==> src/rtl/vm_pkg.sv <==
// Shared definitions for the N-candidate voting controller.
//   vm_state_e : externally visible state encoding (IDLE/OPEN/ARMED/RESULT)
//   MAX_CAND   : largest supported candidate count
//   WIN_W      : width of the winner index
package vm_pkg;

    typedef enum logic [1:0] {
        ST_IDLE   = 2'b00,
        ST_OPEN   = 2'b01,
        ST_ARMED  = 2'b10,
        ST_RESULT = 2'b11
    } vm_state_e;

    localparam int unsigned MAX_CAND = 8;
    localparam int unsigned WIN_W    = 3;

endpackage

==> src/rtl/vm_winner_scan.sv <==
// Sequential winner scan: visits one candidate per cycle after start.
// Ports:
//   clk, reset  : clock, synchronous active-high reset
//   clear       : drop any scan in progress and zero the results
//   start       : one-cycle pulse, begins a scan from candidate 0
//   counts      : packed per-candidate counters, candidate i at [i*CNT_W +: CNT_W]
//   winner, tie : result, published together with valid
//   valid       : scan finished; winner/tie hold until clear/start
module vm_winner_scan
    import vm_pkg::*;
#(
    parameter int unsigned NUM_CAND = 3,
    parameter int unsigned CNT_W    = 8
) (
    input  logic                      clk,
    input  logic                      reset,
    input  logic                      clear,
    input  logic                      start,
    input  logic [NUM_CAND*CNT_W-1:0] counts,
    output logic [WIN_W-1:0]          winner,
    output logic                      tie,
    output logic                      valid
);

    localparam logic [WIN_W-1:0] LAST = WIN_W'(NUM_CAND - 1);

    logic [WIN_W-1:0] idx;
    logic             busy;
    logic [CNT_W-1:0] max_q;
    logic [WIN_W-1:0] win_q;
    logic             tie_q;
    logic [CNT_W-1:0] cur;
    logic [CNT_W-1:0] nx_max;
    logic [WIN_W-1:0] nx_win;
    logic             nx_tie;

    always_comb begin
        cur = '0;
        for (int unsigned i = 0; i < NUM_CAND; i++) begin
            if (idx == WIN_W'(i)) cur = counts[i*CNT_W +: CNT_W];
        end
    end

    // Candidate 0 seeds the running maximum; later equal counts keep the
    // lower index and flag a tie, a strictly larger one clears the tie.
    always_comb begin
        nx_max = max_q;
        nx_win = win_q;
        nx_tie = tie_q;
        if (idx == '0) begin
            nx_max = cur;
            nx_win = '0;
            nx_tie = 1'b0;
        end else if (cur > max_q) begin
            nx_max = cur;
            nx_win = idx;
            nx_tie = 1'b0;
        end else if (cur == max_q) begin
            nx_tie = 1'b1;
        end
    end

    always_ff @(posedge clk) begin
        if (reset || clear) begin
            idx    <= '0;
            busy   <= 1'b0;
            max_q  <= '0;
            win_q  <= '0;
            tie_q  <= 1'b0;
            winner <= '0;
            tie    <= 1'b0;
            valid  <= 1'b0;
        end else if (start) begin
            idx    <= '0;
            busy   <= 1'b1;
            winner <= '0;
            tie    <= 1'b0;
            valid  <= 1'b0;
        end else if (busy) begin
            max_q <= nx_max;
            win_q <= nx_win;
            tie_q <= nx_tie;
            if (idx == LAST) begin
                busy   <= 1'b0;
                valid  <= 1'b1;
                winner <= nx_win;
                tie    <= nx_tie;
            end else begin
                idx <= idx + 1'b1;
            end
        end
    end

endmodule

==> src/rtl/voting_machine_n.sv <==
// Parametrised N-candidate voting controller.
// Optional feature macro: VOTER_AUTH_EN (voter_ok arms a single vote with
// an ARM_TIMEOUT-cycle window; undefined = votes accepted directly in OPEN).
// Ports:
//   clk_100MHz, reset : clock, synchronous active-high reset
//   code              : access code switches, checked on btn_oc rise
//   btn_oc            : open/close button level
//   vote_btn          : candidate button levels, bit i = candidate i
//   voter_ok          : fingerprint-match pulse
//   state             : 00 IDLE, 01 OPEN, 10 ARMED, 11 RESULT
//   enable_led        : high in OPEN/ARMED
//   cand_count        : packed saturating counters, candidate i at [i*CNT_W +: CNT_W]
//   vote_count        : saturating total of accepted votes
//   winner, tie       : scan result, qualified by result_valid
//   vote_ack/vote_nak : one-cycle accept/reject pulses
//   code_err          : one-cycle pulse, btn_oc rose with a wrong code
module voting_machine_n
    import vm_pkg::*;
#(
    parameter int unsigned       NUM_CAND    = 3,
    parameter int unsigned       CNT_W       = 8,
    parameter int unsigned       CODE_W      = 16,
    parameter logic [CODE_W-1:0] OPEN_CODE   = 16'hA5C3,
    parameter int unsigned       ARM_TIMEOUT = 1000
) (
    input  logic                      clk_100MHz,
    input  logic                      reset,
    input  logic [CODE_W-1:0]         code,
    input  logic                      btn_oc,
    input  logic [NUM_CAND-1:0]       vote_btn,
    input  logic                      voter_ok,
    output logic [1:0]                state,
    output logic                      enable_led,
    output logic [NUM_CAND*CNT_W-1:0] cand_count,
    output logic [CNT_W-1:0]          vote_count,
    output logic [WIN_W-1:0]          winner,
    output logic                      tie,
    output logic                      result_valid,
    output logic                      vote_ack,
    output logic                      vote_nak,
    output logic                      code_err
);

    vm_state_e st_q, st_d;

    logic                      oc_q, oc_rise;
    logic [NUM_CAND-1:0]       vb_q, vb_rise;
    logic [NUM_CAND*CNT_W-1:0] cand_q;
    logic [CNT_W-1:0]          vote_q;
    logic [NUM_CAND-1:0]       sat_vec;
    logic                      any_edge, vote_ok;
    logic                      ack_q, nak_q, err_q, scan_start_q;
    logic                      ack_d, nak_d, err_d, cnt_en, clr_d, scan_d;

    // Registered edge detectors: the rise pulses are themselves flops.
    always_ff @(posedge clk_100MHz) begin
        if (reset) begin
            oc_q    <= 1'b0;
            oc_rise <= 1'b0;
            vb_q    <= '0;
            vb_rise <= '0;
        end else begin
            oc_q    <= btn_oc;
            oc_rise <= btn_oc & ~oc_q;
            vb_q    <= vote_btn;
            vb_rise <= vote_btn & ~vb_q;
        end
    end

    always_comb begin
        sat_vec = '0;
        for (int unsigned i = 0; i < NUM_CAND; i++) begin
            sat_vec[i] = &cand_q[i*CNT_W +: CNT_W];
        end
    end

    assign any_edge = |vb_rise;
    assign vote_ok  = $onehot(vb_rise) && !(|(vb_rise & sat_vec)) && !(&vote_q);

`ifdef VOTER_AUTH_EN
    localparam int unsigned TMR_W = (ARM_TIMEOUT > 1) ? $clog2(ARM_TIMEOUT) : 1;

    logic [TMR_W-1:0] tmr_q;
    logic             arm_d;
    logic             tmr_zero;

    always_ff @(posedge clk_100MHz) begin
        if (reset) begin
            tmr_q <= '0;
        end else if (arm_d) begin
            tmr_q <= TMR_W'(ARM_TIMEOUT - 1);
        end else if (st_q == ST_ARMED && tmr_q != '0) begin
            tmr_q <= tmr_q - 1'b1;
        end
    end

    assign tmr_zero = (tmr_q == '0);
`else
    logic unused_auth;
    assign unused_auth = voter_ok | (ARM_TIMEOUT == 0);
`endif

    always_comb begin
        st_d   = st_q;
        ack_d  = 1'b0;
        nak_d  = 1'b0;
        err_d  = 1'b0;
        cnt_en = 1'b0;
        clr_d  = 1'b0;
        scan_d = 1'b0;
`ifdef VOTER_AUTH_EN
        arm_d  = 1'b0;
`endif
        if (oc_rise) begin
            // btn_oc wins over any vote edge in the same cycle; the vote is dropped.
            if (code != OPEN_CODE) begin
                err_d = 1'b1;
            end else begin
                case (st_q)
                    ST_IDLE:   st_d = ST_OPEN;
                    ST_OPEN,
                    ST_ARMED: begin
                        st_d   = ST_RESULT;
                        scan_d = 1'b1;
                    end
                    ST_RESULT: begin
                        st_d  = ST_IDLE;
                        clr_d = 1'b1;
                    end
                    default:   st_d = ST_IDLE;
                endcase
            end
        end else begin
            case (st_q)
                ST_OPEN: begin
`ifdef VOTER_AUTH_EN
                    if (any_edge) begin
                        nak_d = 1'b1;
                    end else if (voter_ok) begin
                        st_d  = ST_ARMED;
                        arm_d = 1'b1;
                    end
`else
                    if (any_edge) begin
                        if (vote_ok) begin
                            cnt_en = 1'b1;
                            ack_d  = 1'b1;
                        end else begin
                            nak_d = 1'b1;
                        end
                    end
`endif
                end
                ST_ARMED: begin
`ifdef VOTER_AUTH_EN
                    if (any_edge) begin
                        st_d = ST_OPEN;
                        if (vote_ok) begin
                            cnt_en = 1'b1;
                            ack_d  = 1'b1;
                        end else begin
                            nak_d = 1'b1;
                        end
                    end else if (tmr_zero) begin
                        st_d = ST_OPEN;
                    end
`else
                    st_d = ST_OPEN;
`endif
                end
                default: ;
            endcase
        end
    end

    always_ff @(posedge clk_100MHz) begin
        if (reset) begin
            st_q         <= ST_IDLE;
            cand_q       <= '0;
            vote_q       <= '0;
            ack_q        <= 1'b0;
            nak_q        <= 1'b0;
            err_q        <= 1'b0;
            scan_start_q <= 1'b0;
        end else begin
            st_q         <= st_d;
            ack_q        <= ack_d;
            nak_q        <= nak_d;
            err_q        <= err_d;
            scan_start_q <= scan_d;
            if (clr_d) begin
                cand_q <= '0;
                vote_q <= '0;
            end else if (cnt_en) begin
                for (int unsigned i = 0; i < NUM_CAND; i++) begin
                    if (vb_rise[i]) cand_q[i*CNT_W +: CNT_W] <= cand_q[i*CNT_W +: CNT_W] + 1'b1;
                end
                vote_q <= vote_q + 1'b1;
            end
        end
    end

    // Start is registered one cycle after RESULT entry, so the scan's
    // NUM_CAND visits complete NUM_CAND+1 cycles after entry.
    vm_winner_scan #(
        .NUM_CAND (NUM_CAND),
        .CNT_W    (CNT_W)
    ) u_scan (
        .clk    (clk_100MHz),
        .reset  (reset),
        .clear  (clr_d),
        .start  (scan_start_q),
        .counts (cand_q),
        .winner (winner),
        .tie    (tie),
        .valid  (result_valid)
    );

    assign state      = st_q;
    assign enable_led = (st_q == ST_OPEN) || (st_q == ST_ARMED);
    assign cand_count = cand_q;
    assign vote_count = vote_q;
    assign vote_ack   = ack_q;
    assign vote_nak   = nak_q;
    assign code_err   = err_q;

endmodule
==> config.mk <==
export PLATFORM = sky130hd
export DESIGN_NAME = voting_machine_n
export DESIGN_NICKNAME = d
export VERILOG_FILES = /design/src/rtl/vm_pkg.sv /design/src/rtl/vm_winner_scan.sv /design/src/rtl/voting_machine_n.sv
export SDC_FILE = /design/constraint.sdc
export NUM_CORES = 1
export LEC_CHECK = 0
export CORE_MARGIN = 3
export CORE_UTILIZATION = 42
export DETAILED_ROUTE_END_ITERATION = 16
export PLACE_DENSITY = 0.66
export SYNTH_ARGS = -nofsm -noshare
export SYNTH_HDL_FRONTEND = slang
export SYNTH_HIERARCHICAL = 1
export SYNTH_SLANG_ARGS = --single-unit
export TNS_END_PERCENT = 5
==> constraint.sdc <==
create_clock -name clk_100MHz -period 8.6 [get_ports clk_100MHz]
set_clock_uncertainty 0.05 [all_clocks]
set_input_delay 0.86 -clock clk_100MHz [delete_from_list [all_inputs] [get_ports clk_100MHz]]
set_output_delay 0.86 -clock clk_100MHz [all_outputs]
set_load 0.05 [all_outputs]
* Word level (Yosys, flattened, before mapping)
Cells that the tools add are included.
** Storage, ports and cells
- Register bits :: 67
- Bits of input ports :: 23
- Output and inout port bits :: 43
** Operators by class
- Add/sub/neg operators :: 7
- $lt $le $gt $ge :: 1
- Equal/unequal tests :: 9
- Muxes and demuxes :: 27
- Bitwise operators :: 10
- Reduce and logical (&&, ||, !) cells :: 30
** Operators by type and width (number)
- two-way mux 8 bit :: 5
- adder 8 x 1 -> 8 bit, second input constant :: 4
- AND reduction 8 bit :: 4
- two-way mux 1 bit :: 16
- != test 16 bit, second input constant :: 1
- AND reduction 2 bit :: 7
- OR reduction 3 bit :: 3
- equality test 8 bit :: 1
- greater-than comparator 8 bit :: 1
- OR reduction 2 bit :: 4
- AND 3 bit :: 2
- two-way mux 2 bit :: 3
- two-way mux 3 bit :: 2
- inverter 1 bit :: 6
- case mux 2 bit (3 select lines) :: 1
- equality test 2 x 1 -> 1 bit, second input constant :: 2
- equality test 2 bit, second input constant :: 2
- nonzero test 2 bit :: 2
- OR reduction 4 bit :: 1
- adder 3 x 1 -> 3 bit, second input constant :: 1
- equality test 3 x 1 -> 1 bit, second input constant :: 1
- equality test 3 x 2 -> 1 bit, second input constant :: 1
- zero test 3 bit :: 1
- inverter 3 bit :: 1
- other kinds (9) :: 12

* Depth between registers and ports, before layout
Gate-level depths: netlist (run 1).
- Word-level depth :: 11
- Gate-level depth with buffers :: 14
- Gate-level depth less buffers :: 11

* Modules after synthesis
Netlist (run 1), hierarchy kept.
** Modules (own cells, without submodules)
- voting_machine_n :: times used 1, cells each 252, area an instance 2252.2 um^2
- vm_winner_scan :: times used 1, cells each 167, area an instance 1385.1 um^2

* Least setup slack after synthesis (run 1)
Ideal clock, no wire load.
- Path type :: input port to flip-flop
- From :: input code[2]
- To :: register u_scan.winner[0]
- Setup time :: 123 ps
- Data arrival time :: 2815 ps
- Required time :: 8427 ps
- Slack :: 5612 ps
- Stages :: 10
- Path buffers :: 1
- Cells stage by stage :: or4b_1 -> nor4_1 -> nand2_1 -> nor2_1 -> or2_1 -> clkbuf_1 -> nor2_1 -> and3_1 -> o2111ai_1 -> nand3_1
** On the way
- Cells in the longest elaborated chain, start to end :: 5
** RTL lines
- start: declaration :: RTL line voting_machine_n.sv:28 : input logic [CODE_W-1:0] code,
- != test 16 bit :: RTL line voting_machine_n.sv:116 : if (code != OPEN_CODE) begin
- two-way mux 1 bit :: RTL line voting_machine_n.sv:116
- two-way mux 1 bit :: RTL line voting_machine_n.sv:114 : if (oc_rise) begin
- named net clr_d :: RTL line voting_machine_n.sv:53 : logic ack_d, nak_d, err_d, cnt_en, clr_d, scan_d;
- logical OR 1 bit :: RTL line vm_winner_scan.sv:64 : if (reset || clear) begin
- OR reduction 2 bit (no source line)
- end signal: assignment :: RTL line vm_winner_scan.sv:86 : winner <= nx_win;
- end: declaration :: RTL line vm_winner_scan.sv:20 : output logic [WIN_W-1:0] winner,
The timed path passes the listed nets, and every way through them passes these cells.
A chain may end at the register's enable or synchronous reset.

* Worst setup path after layout (run 1)
- From :: input code[2]
- To :: register u_scan.winner[1]
The elaborated chain is that of the path after synthesis.

==> results of run 1 <==
flip-flops by register name (all words and copies together) (netlist names), 2 cells and up:
name	count
vb_rise	3
u_scan/idx	3
vb_q	3
cand_count	24
state	2
u_scan/winner	3
u_scan/max_q	8
vote_count	8
u_scan/win_q	3
layout make-up:
| class | instances | share of cell area, % |
|---|---|---|
| clock inverters | 2 | 0.778 |
| repair buffers | 67 | 14.7 |
| clock buffers | 13 | 3.53 |
| multi-input cells | 308 | 46.7 |
| inverters | 19 | 1.58 |
| flip-flops and latches | 67 | 29.8 |
| well taps | 105 | 2.92 |
final timing paths:
| check | start | to |
|---|---|---|
| hold / removal | oc_q | oc_rise |
| setup / recovery | code[2] | u_scan/winner[1] |
| setup reg to reg | u_scan/idx[0] | u_scan/max_q[5] |
| hold reg to reg | oc_q | oc_rise |
layout by cell type (no fill, tap or decap), types with 3 or more instances in the layout:
master,n
dfxtp_1,67
clkdlybuf4s50_1,64
a21oi_1,42
nand2_1,34
nor2_1,25
o31ai_1,22
or4_1,22
ha_1,20
inv_1,19
nand4_1,17
nand3_1,13
o21ai_0,11
clkbuf_8,11
nor2b_1,10
mux2i_1,10
a221oi_1,8
nor3_1,7
and4_1,5
or3_1,5
and2_1,4
and3_1,4
o2111ai_1,4
buf_4,3
nand2b_1,3
o211ai_1,3
per-layer routing:
layer / wire length [µm] / share of wire, % / track usage, % / up-vias
met1: 4290 / 47 / 25.2 / 1605
met4: 127 / 1.4 / 5.04 / 0
met2: 4300 / 47 / 29.9 / 70
met3: 379 / 4.2 / 4.10 / 11
li1: - / - / - / 1675
met5: 0 / 0 / 0 / -
logic make-up after synthesis:
group | count (synthesis) | share of synthesized area (%)
AO/OA/AOI/OAI | 107 | 20.1
adder cells (fa/ha/maj) | 21 | 7.43
flip-flops | 67 | 36.9
buffers and inverters | 44 | 5.47
XOR/XNOR | 2 | 0.482
multiplexers | 11 | 3.06
AND/OR/NAND/NOR | 167 | 26.6
power groups by stage:
| stage | registers [W] | clock network, W | logic (W) |
|---|---|---|---|
| after floorplan | 0.000321 | 0 | 0.0000250 |
| after global placement | 0.000321 | 0 | 0.0000364 |
| after detailed placement | 0.000321 | 0 | 0.0000371 |
| after CTS | 0.000314 | 0.000270 | 0.0000373 |
| after global routing | 0.000314 | 0.000282 | 0.0000408 |
| final | 0.000314 | 0.000261 | 0.0000372 |
synth_stat cells (8+ instances only):
library cell  number
a21oi_1           42
o21ai_0           11
mux2i_1           10
buf_2              9
a221oi_1           8
dfxtp_1           67
nand4_1           17
nor2_1            25
or4_1             22
clkbuf_1          13
nor2b_1           10
o31ai_1           22
nand3_1           13
ha_1              20
nand2_1           34
inv_1             19
through the flow:
| step | utilization (%) | setup WS (ns) |
|---|---|---|
| 2_1_floorplan | - | 5.61 |
| 3_3_place_gp | 51.9 | 5.01 |
| 3_5_place_dp | 51.9 | 5.00 |
| 4_1_cts | 54.2 | 5.36 |
| 5_1_grt | 54.2 | 5.06 |
| 6_report | 54.2 | 5.34 |
==> impl_metrics.tcl, run 1 <==
set metrics [dict create \
    required_ns 8.77 \
    vias_per_cell 5.78 \
    placed_cell_area_um2 4310 \
    grt_pass1_wl_um 15100 \
    fill_cells 807 \
    netlist_area_um2 3640 \
    core_um2 8300 \
    pwr-share-clk_pct 42.6 \
    synth_seq_cells 67 \
    hold_viol 0 \
    drtIter0Drc 181 \
    wirelength_um 9090 \
    status "finished clean" \
    min_path_cells 1 \
    layout.nets 516 \
    die_y_um 99.1 \
    clockBufferDepth 2 \
    multiInputGateArea_um2 2100 \
    setup_viol 0 \
    crit_buf_inv 1 \
    clock_latency_ns 0.33 \
    async_flop_share_pct 0 \
    powerDensity_nw_per_um2 136 \
    drive_gt1_share_pct 6.30 \
    wl_per_cell_um 15.7 \
    path_class "input port to flop" \
    rsz0062_at_grt "no" \
    dpl.hpwl_um 6440 \
    antenna_found_initial 0 \
    portBuffers 64 \
    post_cts_buffers 0 \
    synthesis.nets 463 \
    cts_sinks 67 \
    io_pins 66 \
    diodes 0 \
    layout_min_cycle_time_ns 3.26 \
    yosysTopAreaCell "dfxtp_1" \
    cts_tree "done" \
    fin_hold_ws_ns 0.332 \
    hold_buffers 0 \
    row_count 33 \
    ys_warn_count 6 \
    syn_area_per_cell_um2 8.68 \
    switchingPower_w 0.000138 \
    yosysTopAreaCellShare_pct 36.9 \
    cpLargestDelayFamily "simple AND/OR/NAND/NOR gates" \
    groute.usage.overall_pct 18.6 \
    synth_area_leaders "dfxtp_1 (37%), ha_1 (6.9%), a21oi_1 (5.8%)" \
    dieArea_um2 9810 \
    gp_congestion 0.812 \
    seqCellArea_um2 1340 \
    ys.flop_type "dfxtp_1" \
    setup_tns_ns 0 \
    syn_to_final_growth_pct 23.8 \
    power.total_w 0.000613 \
    grt_max_degree 62 \
    cpMostUsedCell "nor2_1" \
    leakage_nw 1.55 \
    worstSetupPathDepth 10 \
    r2r_setup_slack_ns 5.39 \
    fmax_mhz 307 \
    p_comb_share_pct 6.1 \
    design_area_um2 4500 \
    tightest_slew_ns 0.638 \
    route.detailed.drc 0 \
    clkTransAtPathRegs_ns 0.07 \
    yosysSeqAreaShare_pct 36.9 \
    slew_headroom_pct 57.3 \
    start_util_pct 43.8 \
    vias 3361 \
    peakVddDrop_mv 0.128 \
    slowest_delay_ns 0.51 \
    cts_resized 0 \
    drv_cap 0 \
    slew_viol_final 0 \
    cellInternalPower_w 0.000475 \
    p_sw_share_pct 22.5 \
    grt-ovfl-total 0 \
    crit_slowest_cell "or4b_1" \
    synth_edf_count 0 \
    antenna_left 0 \
    placed_cells 566 \
    cp_data_arrival_time_ns 3.43 \
    cts.htree.levels 3 \
    instances_no_fill 581 \
    cts_root_buf "clkbuf_8" \
    ys_types 56 \
    fin_crit_sh_pct 37.9 \
    end_kind "flop" \
    hold_path_class "flop to flop" \
    drtPass1Iterations 4 \
    pwr-share-seq_pct 51.3 \
    reg2reg_depth 11 \
    first_global_vias 3101 \
    path_cells "clkdlybuf4s50_1 > or4b_1 > nor4_1 > nand2_1 > nor2_1 > or2_1 > nor2_1 > and3_1 > o2111ai_1 > nand3_1" \
    fp.dieW_um 99.1 \
    critPathLaunchType "input port" \
    cts_made_buffers 9 \
    cp_max_fo 7 \
    syn_inst 419 \
]
Note: power is estimated with default switching activity, not from simulation.
==> run 2, diff against run 1 <==
--- a/config.mk
+++ b/config.mk
@@ -8,7 +8,7 @@
 export CORE_MARGIN = 3
 export CORE_UTILIZATION = 42
 export DETAILED_ROUTE_END_ITERATION = 16
-export PLACE_DENSITY = 0.66
+export PLACE_DENSITY = 0.69
 export SYNTH_ARGS = -nofsm -noshare
 export SYNTH_HDL_FRONTEND = slang
 export SYNTH_HIERARCHICAL = 1
==> constraint.sdc (replaced) <==
create_clock -name clk_100MHz -period 2.6 [get_ports clk_100MHz]
set_clock_uncertainty 0.05 [all_clocks]
set_input_delay 0.26 -clock clk_100MHz [delete_from_list [all_inputs] [get_ports clk_100MHz]]
set_output_delay 0.26 -clock clk_100MHz [all_outputs]
set_load 0.05 [all_outputs]
==> run 2 against run 1 <==
  * The run now ends with negative setup slack left
  * Sequential cell count unchanged
  * Die area unchanged
  * Core utilization up 7.0 points
  * Non-clock buffer count up 47
  * Worst hold slack about the same
  * Critical path depth up 3
==> impl_metrics.tcl, run 2 (same netlist as run 1, synthesis figures left out) <==
set metrics [dict create \
    die_y_um 99.1 \
    drtPass1Iterations 4 \
    worst_slack_ns -0.197 \
    path_class "flop to flop" \
    layout.nets 563 \
    grt-ovfl-total 0 \
    fin_crit_sh_pct 108 \
    wl_per_cell_um 16.0 \
    p_comb_share_pct 6.9 \
    fp.dieW_um 99.1 \
    layout_min_cycle_time_ns 2.80 \
    rsz0062_at_grt "yes" \
    clock_latency_ns 0.34 \
    pwr-share-clk_pct 42.6 \
    clkTransAtPathRegs_ns 0.08 \
    slew_viol_final 0 \
    setup_viol 13 \
    dieArea_um2 9810 \
    drv_cap 0 \
    wirelength_um 10100 \
    vias 3606 \
    diodes 0 \
    switchingPower_w 0.000511 \
    cellInternalPower_w 0.00154 \
    drtIter0Drc 237 \
    hold_buffers 0 \
    grt_max_degree 57 \
    portBuffers 64 \
    p_sw_share_pct 24.9 \
    cp_max_fo 8 \
    fill_cells 702 \
    cp_data_arrival_time_ns 3.02 \
    tightest_slew_ns 0.622 \
    pwr-share-seq_pct 50.5 \
    grt_pass1_wl_um 16600 \
    antenna_left 0 \
    preCtsSetupSlack_ns -0.313 \
    slew_headroom_pct 58.3 \
    status "finished, violations left" \
    critPathLaunchType "flop" \
    cts_root_buf "clkbuf_8" \
    vias_per_cell 5.73 \
    r2r_setup_slack_ns -0.20 \
    crit_slowest_cell "a211o_2" \
    clockBufferDepth 2 \
    gp_congestion 0.830 \
    required_ns 2.82 \
    dpl.hpwl_um 7120 \
    peakVddDrop_mv 0.219 \
    cts_sinks 67 \
    end_kind "flop" \
    failed_checks "negative setup slack" \
    powerDensity_nw_per_um2 403 \
    largest_reg_flops 24 \
    route.detailed.drc 0 \
    placed_cells 600 \
    first_global_vias 3572 \
    postLayoutCoreUtil_pct 61.3 \
    drive_gt1_share_pct 20.6 \
    fmax_mhz 357 \
    groute.usage.overall_pct 20.5 \
    antenna_found_initial 0 \
    instances_no_fill 629 \
    path_cells "inv_4 > ha_4 > nor3b_4 > buf_12 > a221oi_4 > nor2_2 > ha_4 > nor2b_4 > o211ai_1 > a211o_2 > a31oi_4 > buf_12 > mux2i_2" \
    io_pins 66 \
    leakage_nw 1.83 \
    layout_common_cells "dfxtp_1 (64), clkdlybuf4s50_1 (64), buf_4 (47)" \
    core_um2 8300 \
    hold_path_class "flop to flop" \
    hold_viol 0 \
    slowest_delay_ns 0.38 \
    row_count 33 \
    start_util_pct 43.8 \
    cts.htree.levels 3 \
    cts_tree "done" \
    cts_made_buffers 9 \
    syn_to_final_growth_pct 39.8 \
]
[run 2: cell type report]
class,count,area [µm²],area share (%)
clock inverter,7,76.3,1.50
inverter,19,76.3,1.50
timing repair buffer,114,1050,20.7
multi-input combinational,308,2280,44.8
tap,105,131,2.58
sequential,67,1350,26.4
clock buffer,9,124,2.44
[run 2: final timing paths]
kind	from	to	cells after the start
min	vb_q[2]	vb_rise[2]	1
max	u_scan/idx[0]	u_scan/max_q[7]	13
min reg2reg	vb_q[2]	vb_rise[2]	1
max reg2reg	u_scan/idx[0]	u_scan/max_q[7]	13
[run 2: worst max-delay path: cells and delay by family (launching register included)]
family,cells,cell delay (ns)
buffers and inverters,3,0.36
adder cells (fa/ha/maj),2,0.43
multiplexers,1,0.20
flip-flops,1,0.36
AND/OR/NAND/NOR,3,0.38
AO/OA/AOI/OAI,4,0.95
[run 2: through the flow]
stage | hold slack, ns | total power (W) | setup TNS, ns | cell area [µm²]
after floorplan | 0.317 | 0.00114 | -0.425 | 3670
after global placement | 0.321 | 0.00120 | -2.08 | 4610
after detailed placement | 0.323 | 0.00120 | -3.72 | 4610
after CTS | 0.335 | 0.00207 | -1.76 | 4990
after global routing | 0.351 | 0.00212 | -3.70 | 5090
final | 0.333 | 0.00205 | -1.67 | 5090
[run 2: power groups by stage]
| stage | Sequential (W) | Clock (W) | Combinational, W |
|---|---|---|---|
| 4_1_cts | 0.00103 | 0.000899 | 0.000140 |
| 6_report | 0.00103 | 0.000873 | 0.000140 |
| 3_5_place_dp | 0.00106 | 0 | 0.000139 |
| 2_1_floorplan | 0.00106 | 0 | 0.0000825 |
| 5_1_grt | 0.00104 | 0.000928 | 0.000153 |
| 3_3_place_gp | 0.00106 | 0 | 0.000137 |
[run 2: timing repair]
item | CTS | global route
resized for setup | 16 | 15
endpoints found under the setup margin | 16 | 16
pin swaps | 9 | 10
buffers inserted | 13 | 1
gates cloned | 0 | 0
[run 2: per-layer routing]
metal  vias to the layer above  global-route usage [%]  wire length [µm]
met5                         -                       0                 0
met3                        17                    4.10               400
li1                       1773                       -                 -
met4                         0                    7.67               144
met2                        86                    34.3              5140
met1                      1730                    25.9              4380
